[src/rtl/ysyx_23060025_lsu_axi_master.sv]
// Single-outstanding AXI4-Lite master: one core load/store port onto AR/R/AW/W/B,
// with write lane alignment and read-data realignment by addr[1:0].
//  state  | meaning
//  IDLE   | ready for a core request; response pulse is also issued here
//  AR     | read address presented, waiting for arready
//  R      | waiting for read data beat
//  AW_W   | write address and data presented independently until both accepted
//  B      | waiting for write response
module ysyx_23060025_lsu_axi_master #(
    parameter int ADDR_LEN = 32,
    parameter int DATA_LEN = 32
) (
    input  logic                clk,
    input  logic                rst,
    input  logic                req_valid_i,
    output logic                req_ready_o,
    input  logic                req_wen_i,
    input  logic [ADDR_LEN-1:0] req_addr_i,
    input  logic [DATA_LEN-1:0] req_wdata_i,
    input  logic [3:0]          req_wmask_i,
    output logic                rsp_valid_o,
    output logic [DATA_LEN-1:0] rsp_rdata_o,
    output logic                rsp_err_o,
    output logic [ADDR_LEN-1:0] araddr_o,
    output logic                arvalid_o,
    input  logic                arready_i,
    input  logic [DATA_LEN-1:0] rdata_i,
    input  logic [1:0]          rresp_i,
    input  logic                rvalid_i,
    input  logic                rlast_i,
    output logic                rready_o,
    output logic [ADDR_LEN-1:0] awaddr_o,
    output logic                awvalid_o,
    input  logic                awready_i,
    output logic [DATA_LEN-1:0] wdata_o,
    output logic [3:0]          wstrb_o,
    output logic                wvalid_o,
    input  logic                wready_i,
    input  logic [1:0]          bresp_i,
    input  logic                bvalid_i,
    output logic                bready_o
);

    typedef enum logic [2:0] {
        S_IDLE = 3'd0,
        S_AR   = 3'd1,
        S_R    = 3'd2,
        S_AW_W = 3'd3,
        S_B    = 3'd4
    } state_t;

    state_t              state;
    state_t              state_nxt;
    logic [ADDR_LEN-1:0] addr_q;
    logic [DATA_LEN-1:0] wdata_q;
    logic [3:0]          wstrb_q;
    logic                aw_done;
    logic                w_done;

    logic                accept;
    logic                ar_hs;
    logic                r_hs;
    logic                aw_hs;
    logic                w_hs;
    logic                b_hs;
    logic [4:0]          shamt_req;
    logic [4:0]          shamt_q;
    logic [3:0]          wstrb_req;
    logic                unused_ok;

    assign accept    = req_valid_i & req_ready_o;
    assign ar_hs     = arvalid_o & arready_i;
    assign r_hs      = rready_o & rvalid_i;
    assign aw_hs     = awvalid_o & awready_i;
    assign w_hs      = wvalid_o & wready_i;
    assign b_hs      = bready_o & bvalid_i;
    assign shamt_req = {req_addr_i[1:0], 3'b000};
    assign shamt_q   = {addr_q[1:0], 3'b000};
    // Strobe bits shifted past lane 3 are dropped by the 4-bit result width.
    assign wstrb_req = req_wmask_i << req_addr_i[1:0];
    assign unused_ok = &{1'b0, rlast_i};

    assign araddr_o = addr_q;
    assign awaddr_o = addr_q;
    assign wdata_o  = wdata_q;
    assign wstrb_o  = wstrb_q;

    always_ff @(posedge clk) begin
        if (rst) begin
            state <= S_IDLE;
        end else begin
            state <= state_nxt;
        end
    end

    always_comb begin
        state_nxt = state;
        case (state)
            S_IDLE: if (accept) state_nxt = req_wen_i ? S_AW_W : S_AR;
            S_AR:   if (ar_hs) state_nxt = S_R;
            S_R:    if (r_hs) state_nxt = S_IDLE;
            S_AW_W: if ((aw_done | aw_hs) & (w_done | w_hs)) state_nxt = S_B;
            S_B:    if (b_hs) state_nxt = S_IDLE;
            default: state_nxt = S_IDLE;
        endcase
    end

    always_comb begin
        req_ready_o = 1'b0;
        arvalid_o   = 1'b0;
        rready_o    = 1'b0;
        awvalid_o   = 1'b0;
        wvalid_o    = 1'b0;
        bready_o    = 1'b0;
        if (!rst) begin
            case (state)
                S_IDLE: req_ready_o = 1'b1;
                S_AR:   arvalid_o   = 1'b1;
                S_R:    rready_o    = 1'b1;
                S_AW_W: begin
                    awvalid_o = ~aw_done;
                    wvalid_o  = ~w_done;
                end
                S_B:    bready_o    = 1'b1;
                default: ;
            endcase
        end
    end

    always_ff @(posedge clk) begin
        if (rst) begin
            addr_q      <= '0;
            wdata_q     <= '0;
            wstrb_q     <= '0;
            aw_done     <= 1'b0;
            w_done      <= 1'b0;
            rsp_valid_o <= 1'b0;
            rsp_rdata_o <= '0;
            rsp_err_o   <= 1'b0;
        end else begin
            if (accept) begin
                addr_q  <= req_addr_i;
                wdata_q <= req_wdata_i << shamt_req;
                wstrb_q <= wstrb_req;
            end
            // Done flags only live while both channels are still being negotiated.
            if (state == S_AW_W && state_nxt == S_AW_W) begin
                aw_done <= aw_done | aw_hs;
                w_done  <= w_done | w_hs;
            end else begin
                aw_done <= 1'b0;
                w_done  <= 1'b0;
            end
            rsp_valid_o <= r_hs | b_hs;
            if (r_hs) begin
                rsp_rdata_o <= rdata_i >> shamt_q;
                rsp_err_o   <= |rresp_i;
            end else if (b_hs) begin
                rsp_rdata_o <= '0;
                rsp_err_o   <= |bresp_i;
            end
        end
    end

endmodule
[config.mk]
export PLATFORM = sky130hd
export DESIGN_NAME = ysyx_23060025_lsu_axi_master
export DESIGN_NICKNAME = d
export VERILOG_FILES = /design/src/rtl/ysyx_23060025_lsu_axi_master.sv
export SDC_FILE = /design/constraint.sdc
export NUM_CORES = 1
export LEC_CHECK = 0
export ABC_CLOCK_PERIOD_IN_PS = 3800
export CAP_MARGIN = 0
export CELL_PAD_IN_SITES_DETAIL_PLACEMENT = 0
export CELL_PAD_IN_SITES_GLOBAL_PLACEMENT = 2
export CORE_UTILIZATION = 24
export CTS_CLUSTER_SIZE = 40
export DETAILED_ROUTE_END_ITERATION = 6
export GPL_TIMING_DRIVEN = 0
export PLACE_DENSITY = 0.85
export SLEW_MARGIN = 20
export SYNTH_ARGS = -nofsm -noshare
export SYNTH_HDL_FRONTEND = slang
export SYNTH_SLANG_ARGS = --single-unit
export TNS_END_PERCENT = 100
[constraint.sdc]
create_clock -name clk -period 3.8 [get_ports clk]
set_input_delay 0.76 -clock clk [delete_from_list [all_inputs] [get_ports clk]]
set_output_delay 0.76 -clock clk [all_outputs]
set_load 0.005 [all_outputs]
==> metrics.log <==
INFO  metric drc = 0
INFO  metric synthToLayoutAreaGrowth = 63.1%
INFO  metric clock_latency = 360 ps
INFO  metric hold-path-cell-count = 2
INFO  metric crit_path_start_kind = input pin
INFO  metric first_iter_violations = roughly 240
INFO  metric drt-vias-per-instance = between 4 and 5
INFO  metric power_density = 358 nW/um^2
INFO  metric syn-num-nets = 711
INFO  metric drt_pre_antenna_iters = 5
INFO  metric grt_first_pass_wirelength = 30.1 mm
INFO  metric timing_worst_slew_pin_value = about 960 ps
INFO  metric synthTopCellsByCount = sky130_fd_sc_hd__nand2_1, sky130_fd_sc_hd__dfxtp_1, sky130_fd_sc_hd__nand3b_1
INFO  metric cp.required = 3040 ps
INFO  metric synth_top_cell_area_share = 0.423
INFO  metric crit_slowest_cell = sky130_fd_sc_hd__nor4bb_2
INFO  metric dieArea = ~22,000 um^2
INFO  metric synth_enable_flop_cells = 0
INFO  metric antenna_found_initial = 0
INFO  metric relSlewSlack = 0.359
INFO  metric via_count_of_the_routed_design = 5,212
INFO  metric post-route-cell-area = 8260 um^2
INFO  metric setup_viol_count_final = 0
INFO  metric report.power.total = 2960 uW
INFO  metric wire_per_inst = 17.4 um
INFO  metric cts.sink_count = 107
INFO  metric max_cap_viol_count = 0
INFO  metric synthTopCellsByArea = sky130_fd_sc_hd__dfxtp_1, sky130_fd_sc_hd__nand2_1, sky130_fd_sc_hd__nand3b_1, sky130_fd_sc_hd__mux2i_1, sky130_fd_sc_hd__buf_4
INFO  metric grt_use_total = 0.182
INFO  metric synthDistinctLibCells = 38
INFO  metric path_max_fanout = 10
INFO  metric io_pins = 254
INFO  metric synth-seq-area-share = 0.423
INFO  metric synth.avg_cell_area = 8.48 um^2
INFO  metric cp_common_cell = sky130_fd_sc_hd__clkdlybuf4s50_1
INFO  metric synth-async-reset-ratio = 0
INFO  metric wirelength = just under 20 mm
INFO  metric run_status = finished, final reports clean
INFO  metric netlist.top_cell.by_area = sky130_fd_sc_hd__dfxtp_1
INFO  metric clockBufferDepth = 2
INFO  metric cts-buffers-inserted = 9
INFO  metric clkTransAtPathRegs = 70 ps
INFO  metric depth_of_the_worst_register_to_register_path = 7
INFO  metric port_buffers = 252
INFO  metric static-leakage-power = 0.00313 uW
INFO  metric overflow = 0
INFO  metric ant_nets = 0
INFO  metric dp_slack = 51.4 ps
INFO  metric worstSetupPathDepth = 5
INFO  metric worst_path_dominant_cell_family = buffers and inverters
INFO  metric finish.net_count = 974
INFO  metric fillCellCount = between 2,000 and 2,500
INFO  metric critPathKind = in2out
INFO  metric dpl_cell_area = 7930 um^2
INFO  metric setup_repair_after_global_routing_missed_its_margin = no
INFO  metric initial_utilization = 0.248
INFO  metric grt_max_degree = 17
INFO  metric place_congestion = about 0.78
INFO  metric final-hold-violation-count = 0
INFO  metric ys_seq_elements = 107
INFO  metric dp_hpwl = about 15 mm
INFO  metric crit_arrival = 2830 ps
INFO  metric final_min_period_over_clock_period = 0.946
INFO  metric mappedNetlistArea = 5060 um^2
INFO  metric dominant_synthesized_flop_cell = sky130_fd_sc_hd__dfxtp_1
INFO  metric fin_ws = 205 ps
INFO  metric yosys_warnings = 0
INFO  metric cp_slowest_stage_delay = 600 ps
INFO  metric layout_min_cycle_time = ~3600 ps
INFO  metric fin_skew = 6.98 ps
INFO  metric cts_hold_buf = 0
INFO  metric setup.worst_path.end_class = primary output
INFO  metric yosys.cell_count.top_type = sky130_fd_sc_hd__nand2_1
INFO  metric gate_count_post_synth = 597
INFO  metric finalSetupTns = 0 ps
INFO  metric depth_of_the_cts_h_tree = 3
INFO  metric report.final.slew_viol_count = 0
INFO  metric worst_hold_path_type = reg2reg
INFO  metric ir_drop = between 150 and 200 uV
INFO  metric core_area = 20,400 um^2
INFO  metric crit_chain = clkdlybuf4s50_1 > clkbuf_1 > nor4bb_2 > nor2b_1 > clkdlybuf4s50_1
INFO  metric tritoncts = yes
INFO  metric floorplan.die.height = 147 um
INFO  metric critical_path.n_buffers_inverters = 3
INFO  metric first_global_vias = 5,208
INFO  metric num_rows = 52
INFO  metric dpl.cell_count = between 1,000 and 1,500
INFO  metric drive_above_1_share = 0.0868
INFO  metric chipWidth = 147 um
INFO  metric instances_no_fill = 1,134
INFO  metric fmax = 0.278 GHz
INFO  metric antenna_cells_inserted = 0
INFO  metric clock-root-buffer = sky130_fd_sc_hd__clkbuf_16
==> cell families after synthesis <==
logic type             count (synthesis)  share of synthesized area
muxes                                 43                     0.0892
buffers and inverters                 85                     0.0892
DFF                                  107                      0.423
and+or+nand+nor                      252                      0.248
AOI/OAI and AO/OA                    110                      0.150
==> registers in the layout, summed over array words and instances (netlist names) <==
| name | flops |
|---|---|
| w_done | 1 |
| aw_done | 1 |
| rsp_err_o | 1 |
| state | 3 |
| rsp_rdata_o | 32 |
| araddr_o | 32 |
| wstrb_o | 4 |
| wdata_o | 32 |
| rsp_valid_o | 1 |
==> path summary, 6_finish.rpt <==
kind,start,endpoint,slack (ps)
setup / recovery,rst,awvalid_o,210
hold / removal,wdata_o[11],wdata_o[11],450
setup reg to reg,araddr_o[1],rsp_rdata_o[7],1360
hold reg to reg,wdata_o[11],wdata_o[11],450
==> worst register-to-register path, stage by stage (launching register included) <==
cell and delay (ps):
sky130_fd_sc_hd__dfxtp_1 400, sky130_fd_sc_hd__clkbuf_1 500, sky130_fd_sc_hd__buf_2 430, sky130_fd_sc_hd__buf_2 350, sky130_fd_sc_hd__mux2i_1 290, sky130_fd_sc_hd__nand2_1 80, sky130_fd_sc_hd__a32oi_1 210, sky130_fd_sc_hd__nor2_1 50
==> per-stage QoR <==
| step | hold slack, ps | utilization |
|---|---|---|
| after floorplan | 448 | - |
| after global placement | 439 | 0.388 |
| after detailed placement | 443 | 0.388 |
| after CTS | 453 | 0.404 |
| after global routing | 470 | 0.404 |
| final | 449 | 0.404 |
==> where the power goes <==
part	switching [uW]	total, uW	internal (uW)
Clock	438	1030	593
Sequential	45.1	1230	1180
Combinational	291	696	405
Total	774	2960	2180
==> final cells by class <==
cell class	count	area, um^2	area share
plain buffers	83	444	0.0538
well taps	270	338	0.0409
clock buffers	11	243	0.0294
repair buffers	252	2520	0.305
clock inverters	4	75.1	0.00909
inverters	2	7.51	0.000909
flip-flops and latches	107	2140	0.259
multi-input cells	405	2490	0.301
==> timing repair <==
item	CTS	global route
gates resized for setup	0	2
setup buffers	0	0
setup endpoints to repair	0	2
==> cell usage in the layout, fill, tap and decap left out, drive strengths merged, types with 2 or more instances in the layout <==
cell type,n
nand2,111
a32oi,9
mux2,17
o211ai,9
or3,10
nand3b,52
a22oi,24
nor4b,3
a21oi,31
clkdlybuf4s50,252
o21ai,12
dfxtp,107
a211o,9
nand3,9
clkinvlp,2
inv,2
o2bb2ai,9
buf,41
nor2b,13
clkbuf,53
bufinv,2
nor4,2
mux2i,26
nor2,46
==> metal layers <==
| metal | wire, um | part of all wire | track usage |
|---|---|---|---|
| met5 | 0 | 0 | 0 |
| met4 | 374 | 0.019 | 0.0634 |
| met3 | 1230 | 0.062 | 0.0422 |
| met2 | 8770 | 0.45 | 0.284 |
| met1 | 9320 | 0.47 | 0.244 |
Power figures use the tool's default switching activity.
